===== src/rtl/seq_pkg.sv =====
// Shared types for the serial sequence path: generator FSM state encoding
// and the length-field width helper used by the generator and detectors.
package seq_pkg;

    typedef enum logic [1:0] {
        ST_IDLE  = 2'b00,
        ST_SHIFT = 2'b01,
        ST_GAP   = 2'b10
    } seq_state_e;

    // Width needed to hold a bit count of 0..width.
    function automatic int len_w(input int width);
        return $clog2(width + 1);
    endfunction

endpackage


===== src/rtl/seq_shifter.sv =====
// WIDTH-bit parallel-load, MSB-first shift register with a down-counting
// bit counter; last_bit_o marks the final bit of the current pass.
module seq_shifter
    import seq_pkg::*;
#(
    parameter int WIDTH = 8,
    parameter int LEN_W = len_w(WIDTH)
) (
    input  logic             clock,
    input  logic             reset,
    input  logic             load_i,
    input  logic             shift_i,
    input  logic [WIDTH-1:0] data_i,
    input  logic [LEN_W-1:0] len_i,
    output logic             msb_o,
    output logic             last_bit_o
);

    logic [WIDTH-1:0] sh_q, sh_d;
    logic [LEN_W-1:0] cnt_q, cnt_d;

    // len_i is already clamped to 1..WIDTH, so len-1 never underflows.
    always_comb begin
        sh_d  = sh_q;
        cnt_d = cnt_q;
        if (load_i) begin
            sh_d  = data_i;
            cnt_d = len_i - LEN_W'(1);
        end else if (shift_i) begin
            sh_d  = {sh_q[WIDTH-2:0], 1'b0};
            cnt_d = cnt_q - LEN_W'(1);
        end
    end

    always_ff @(posedge clock or posedge reset) begin
        if (reset) begin
            sh_q  <= '0;
            cnt_q <= '0;
        end else begin
            sh_q  <= sh_d;
            cnt_q <= cnt_d;
        end
    end

    assign msb_o      = sh_q[WIDTH-1];
    assign last_bit_o = (cnt_q == '0);

endmodule


===== src/rtl/sequence_generator.sv =====
// Serial frame transmitter: accepts a word on a valid/ready handshake and
// shifts len bits out MSB-first, repeating with an idle gap between passes.
//
//   state    | meaning
//   ---------+----------------------------------------------------------
//   ST_IDLE  | waiting for a frame; load_ready high one cycle later
//   ST_SHIFT | one frame bit per cycle from the shifter
//   ST_GAP   | GAP idle cycles between repeats (output 0, not valid)
module sequence_generator
    import seq_pkg::*;
#(
    parameter  int WIDTH = 8,
    parameter  int CNT_W = 4,
    parameter  int GAP   = 2,
    localparam int LEN_W = len_w(WIDTH)
) (
    input  logic             clock,
    input  logic             reset,
    input  logic             load_valid,
    output logic             load_ready,
    input  logic [WIDTH-1:0] load_data,
    input  logic [LEN_W-1:0] load_len,
    input  logic [CNT_W-1:0] load_repeat,
    output logic             sequence_out,
    output logic             out_valid,
    output logic             frame_done,
    output logic             busy
);

    localparam int GAP_W = (GAP > 0) ? $clog2(GAP + 1) : 1;

    seq_state_e       state_q, state_d;
    logic [CNT_W-1:0] rep_q, rep_d;
    logic [GAP_W-1:0] gap_q, gap_d;
    logic [WIDTH-1:0] data_q, data_d;
    logic [LEN_W-1:0] len_q, len_d;

    logic             load_ready_q;
    logic             seq_out_q;
    logic             out_valid_q;
    logic             frame_done_q;
    logic             busy_q;

    logic             accept;
    logic [LEN_W-1:0] len_eff;
    logic             sh_load;
    logic             sh_shift;
    logic [WIDTH-1:0] sh_data;
    logic [LEN_W-1:0] sh_len;
    logic             sh_msb;
    logic             sh_last;

    assign accept = (state_q == ST_IDLE) && load_valid && load_ready_q;

    always_comb begin
        len_eff = load_len;
        if (load_len == '0 || load_len > LEN_W'(WIDTH)) begin
            len_eff = LEN_W'(WIDTH);
        end
    end

    seq_shifter #(
        .WIDTH (WIDTH),
        .LEN_W (LEN_W)
    ) u_shifter (
        .clock      (clock),
        .reset      (reset),
        .load_i     (sh_load),
        .shift_i    (sh_shift),
        .data_i     (sh_data),
        .len_i      (sh_len),
        .msb_o      (sh_msb),
        .last_bit_o (sh_last)
    );

    always_comb begin
        state_d  = state_q;
        rep_d    = rep_q;
        gap_d    = gap_q;
        data_d   = data_q;
        len_d    = len_q;
        sh_load  = 1'b0;
        sh_shift = 1'b0;
        sh_data  = data_q;
        sh_len   = len_q;
        unique case (state_q)
            ST_IDLE: begin
                if (accept) begin
                    data_d  = load_data;
                    len_d   = len_eff;
                    rep_d   = load_repeat;
                    sh_load = 1'b1;
                    sh_data = load_data;
                    sh_len  = len_eff;
                    state_d = ST_SHIFT;
                end
            end
            ST_SHIFT: begin
                if (!sh_last) begin
                    sh_shift = 1'b1;
                end else if (rep_q != '0) begin
                    // Reload from the captured word; with GAP=0 stay in SHIFT.
                    rep_d   = rep_q - CNT_W'(1);
                    sh_load = 1'b1;
                    if (GAP > 0) begin
                        gap_d   = GAP_W'(GAP - 1);
                        state_d = ST_GAP;
                    end
                end else begin
                    state_d = ST_IDLE;
                end
            end
            ST_GAP: begin
                if (gap_q == '0) begin
                    state_d = ST_SHIFT;
                end else begin
                    gap_d = gap_q - GAP_W'(1);
                end
            end
            default: state_d = ST_IDLE;
        endcase
    end

    // Outputs are registered views of the cycle the FSM has just finished,
    // which gives the one-cycle latency from acceptance to the first bit.
    always_ff @(posedge clock or posedge reset) begin
        if (reset) begin
            state_q      <= ST_IDLE;
            rep_q        <= '0;
            gap_q        <= '0;
            data_q       <= '0;
            len_q        <= '0;
            load_ready_q <= 1'b0;
            seq_out_q    <= 1'b0;
            out_valid_q  <= 1'b0;
            frame_done_q <= 1'b0;
            busy_q       <= 1'b0;
        end else begin
            state_q      <= state_d;
            rep_q        <= rep_d;
            gap_q        <= gap_d;
            data_q       <= data_d;
            len_q        <= len_d;
            load_ready_q <= (state_q == ST_IDLE) && !accept;
            seq_out_q    <= (state_q == ST_SHIFT) && sh_msb;
            out_valid_q  <= (state_q == ST_SHIFT);
            frame_done_q <= (state_q == ST_SHIFT) && sh_last && (rep_q == '0);
            busy_q       <= (state_q != ST_IDLE);
        end
    end

    assign load_ready   = load_ready_q;
    assign sequence_out = seq_out_q;
    assign out_valid    = out_valid_q;
    assign frame_done   = frame_done_q;
    assign busy         = busy_q;

endmodule

===== config.mk =====
export PLATFORM = sky130hd
export DESIGN_NAME = sequence_generator
export DESIGN_NICKNAME = d
export VERILOG_FILES = /design/src/rtl/seq_pkg.sv /design/src/rtl/seq_shifter.sv /design/src/rtl/sequence_generator.sv
export SDC_FILE = /design/constraint.sdc
export NUM_CORES = 1
export LEC_CHECK = 0
export CORE_MARGIN = 1.5
export CORE_UTILIZATION = 44
export DETAILED_ROUTE_END_ITERATION = 8
export GPL_TIMING_DRIVEN = 1
export PLACE_DENSITY_LB_ADDON = 0.3
export SETUP_SLACK_MARGIN = 0.05
export SLEW_MARGIN = 20
export SYNTH_ARGS = -nofsm -noshare
export SYNTH_HDL_FRONTEND = slang
export SYNTH_SLANG_ARGS = --single-unit

===== constraint.sdc =====
create_clock -name clock -period 5 [get_ports clock]
set_input_delay 0.75 -clock clock [delete_from_list [all_inputs] [get_ports clock]]
set_output_delay 0.75 -clock clock [all_outputs]
set_load 0.03 [all_outputs]

==> impl_metrics.csv <==
group,metric,value,unit
run_status,status,"finished clean",
worst_setup_path,critPathSlowestCell,"and2_1",
worst_setup_path,critical_path.startpoint_type,"input pin",
floorplanning,floorplan.core_area,3770,µm²
sta,slew-limit-headroom,0.532,
worst_setup_path,worst-setup-path-type,"in -> reg",
pwr,leakage_power,0.947,nW
floorplanning,die_area,4410,µm²
worst_setup_path,cp_max_fo,15,
worst_setup_path,crit_path_frequent_cell,"mux2i_1",
clocking,cts.reportedPaths.clkPinSlew,0.07,ns
synth,netlist.area_leader.share,0.524,
worst_setup_path,startpoint,"load_valid",
cells_and_area,layoutNonFillerInstCount,229,
synth,netlist_instances,155,
pwr,combinationalPowerShare,0.471,
synth,netlist_top_cells_area,"dfrtp_1, mux2_2, mux2i_1",
global_route,grt_overflow,0,
worst_setup_path,worstRegToRegCells,10,
cells_and_area,layout-area-overhead-vs-synth,20.6,%
clocking,post_cts_setup_buffers,0,
synth,synthArstFlopShare,1.00,
cells_and_area,layout_cells_sized_above_1,0.171,
worst_setup_path,largest_stage_delay_worst_path,0.60,ns
min_path,min-delay-path-class,"reg -> reg",
pwr,worst_ir_drop_vdd,0.000250,V
worst_setup_path,timing.reg2reg.setup_slack,2.00,ns
synth,synth_fp_nets,177,
clocking,clk-insertion-delay-late,0.30,ns
run,cap_violations,0,
pwr,total_switching_power,0.000585,W
clocking,numClockSinks,37,
routing,detailedRoute.firstIterationViolations,72,
sta,clock_skew,0.0101,ns
floorplanning,initial_core_util,0.469,
cells_and_area,num_antenna_cells,0,
pwr,power.sequential.fraction,0.368,
routing,first_pass_iters,4,
sta,setup_repair_after_global_routing_missed_its_margin,"no",
cells_and_area,final.fill_count,318,
global_route,grt_pass1_vias,1346,
clocking,number_of_hold_buffers_added_after_cts,0,
clocking,clk_root_buffer_cell,"clkbuf_8",
sta,fin_crit_sh,0.625,
floorplanning,die_width,66.4,µm
sta,period_minus_slack,3.12,ns
worst_setup_path,setup.worst_path.end_class,"flip-flop",
routing,postRouteAntennaNets,0,
synth,post_synth_num_cell_types,41,
synth,most_used_flip_flop_cell_after_synthesis,"dfrtp_1",
placement,placement.setup.worst_slack,1.61,ns
routing,avgViaCountPerCell,5.52,
routing,drt_wl_total,3.50,mm
sta,worst_setup_margin,1.88,ns
worst_setup_path,end_of_the_worst_register_to_register_path,"u_shifter.cnt_q[2]",
floorplanning,die_h,66.4,µm
synth,synth.largest_area_cell,"dfrtp_1",
routing,vias,1264,
synth,mappedNetlistArea,1770,µm²
placement,place_congestion,0.904,
synth,synth_sequential_area_ratio,0.524,
clocking,tritoncts,"done",
clocking,cts-resized-gates,0,
floorplanning,num_io_pins,24,
global_route,gr-usage-all-layers,0.187,
synth,synth-edff-count,0,
sta,fmax,320,MHz
worst_setup_path,timing.critical_path.arrival,3.28,ns
synth,yosys_register_bits,37,
clocking,ctsLongestPathBuffers,2,
sta,total_count_of_max_transition_violations_in_the_final_report,0,
global_route,grt_max_degree,38,
global_route,grt_antenna_before_repair,0,
sta,timing.setup.tns,0,ns
clocking,htree_num_levels,2,
clocking,tritoncts.num_buffers,5,
synth,synth_warnings,0,
worst_setup_path,cp_cell_sequence,"clkdlybuf4s50_1 > nand4bb_1 > buf_4 > o21ai_2 > and2_1 > mux2i_1 > ha_1 > a21oi_1 > a31oi_1 > mux2i_1",
routing,drcViolationCount,0,
worst_setup_path,rr_startpoint,"rep_q[0]",
placement,place.detailed.instances,221,
routing,routed_wire_length_per_instance,15.3,µm
worst_setup_path,cp.required,5.15,ns
placement,portBuffers,23,
sta,worst_pin_slew,0.701,ns
sta,final.hold.worst_slack,0.501,ns
cells_and_area,area.sequential,926,µm²
pwr,pwr-share-clk,0.161,
floorplanning,placementRows,22,
placement,detailed_place_hpwl,2.48,mm
sta,hold_viol_final,0,
cells_and_area,multi_input_gate_area_in_the_final_layout,766,µm²
worst_setup_path,critical_path.endpoint,"u_shifter.cnt_q[2]",
global_route,grt_first_pass_wirelength,5.95,mm
sta,setup_viol,0,
pwr,design_power_total,0.00145,W
cells_and_area,finish.net_count,202,
pwr,p_per_area,679,nW/µm²
pwr,internal_power,0.000862,W
pwr,swShare,0.404,
synth,syn_avg_cell_area,11.4,µm²
synth_stat cells (2+ instances only):
master,instances
mux2i_1,11
o21ai_1,5
mux2_2,10
nand2_1,7
nand3b_1,2
and2_1,2
a21oi_1,8
o31a_1,2
nor2_1,6
nand3_1,8
nor3_1,3
buf_2,3
inv_1,9
ha_1,3
xnor2_1,3
dfrtp_1,37
buf_4,2
o21ai_0,11
layout make-up:
class | instances | area share
Sequential cell | 37 | 0.434
Multi-Input combinational cell | 102 | 0.359
Timing Repair Buffer | 25 | 0.115
Clock buffer | 7 | 0.0452
Tap cell | 48 | 0.0282
Inverter | 9 | 0.0158
Clock inverter | 1 | 0.00235
per-stage QoR:
| step | instance area (µm²) | util |
|---|---|---|
| 6_report | 2130 | 0.565 |
| 5_1_grt | 2130 | 0.565 |
| 4_1_cts | 2130 | 0.565 |
| 3_5_place_dp | 2030 | 0.538 |
| 3_3_place_gp | 2030 | 0.538 |
| 2_1_floorplan | 1770 | - |
state kept, by name (all words and copies together) (netlist names):
register / flops
data_q: 8
rep_q: 4
state_q: 2
u_shifter.cnt_q: 4
load_ready: 1
gap_q: 2
len_q: 4
frame_done: 1
busy: 1
out_valid: 1
sequence_out: 1
u_shifter.sh_q: 8
logic make-up after synthesis:
group,after synthesis,synth area share
AO/OA/AOI/OAI,35,0.131
multiplexers,21,0.126
adder cells (fa/ha/maj),3,0.0212
flip-flops,37,0.524
buffers and inverters,16,0.0446
XOR/XNOR,4,0.0198
AND/OR/NAND/NOR,39,0.134
metal layers:
layer  wire length [µm]  up-vias  track usage  part of all wire
met5                  0        -            0                 0
met4                 53        0       0.0816             0.015
met3                162        4       0.0681             0.046
met2               1790       26        0.319              0.51
met1               1490      634        0.207              0.43
li1                   -      600            -                 -
power groups by stage:
| stage | Combinational [W] | Clock, W | Sequential (W) |
|---|---|---|---|
| after global placement | 0.000650 | 0 | 0.000527 |
| after detailed placement | 0.000684 | 0 | 0.000536 |
| final | 0.000682 | 0.000233 | 0.000532 |
| after floorplan | 0.000538 | 0 | 0.000535 |
| after CTS | 0.000686 | 0.000237 | 0.000531 |
| after global routing | 0.000758 | 0.000252 | 0.000549 |
cell usage in the layout, fill, tap and decap left out, types with 2 or more instances in the layout:
master	instances
clkdlybuf4s50_1	23
o21ai_1	5
ha_1	3
o31a_1	2
nand3b_1	2
o21ai_0	11
clkbuf_8	7
xnor2_1	3
nor2_1	5
nand3_1	8
nor3_1	3
mux2i_1	11
mux2_2	10
buf_4	2
inv_1	9
dfrtp_1	37
a21oi_1	8
and2_1	2
nand2_1	7
worst min-delay path by stage:
stage,endpoint,cells after the start,from,slack (ns)
finish,len_q[3],2,len_q[3],0.50
global route,data_q[5],1,data_q[5],0.51
CTS,len_q[3],2,len_q[3],0.50
detailed placement,len_q[3],2,len_q[3],0.49
global placement,u_shifter.sh_q[4],2,u_shifter.sh_q[3],0.47
floorplan,u_shifter.sh_q[4],2,u_shifter.sh_q[3],0.45
worst max-delay path: cells and delay by family:
family / cells / cell delay, ns
mux: 2 / 0.36
fa+ha+maj: 1 / 0.24
buf+inv: 2 / 0.71
compound gates: 3 / 0.49
simple gates: 2 / 0.71
Power figures use the tool's default switching activity.
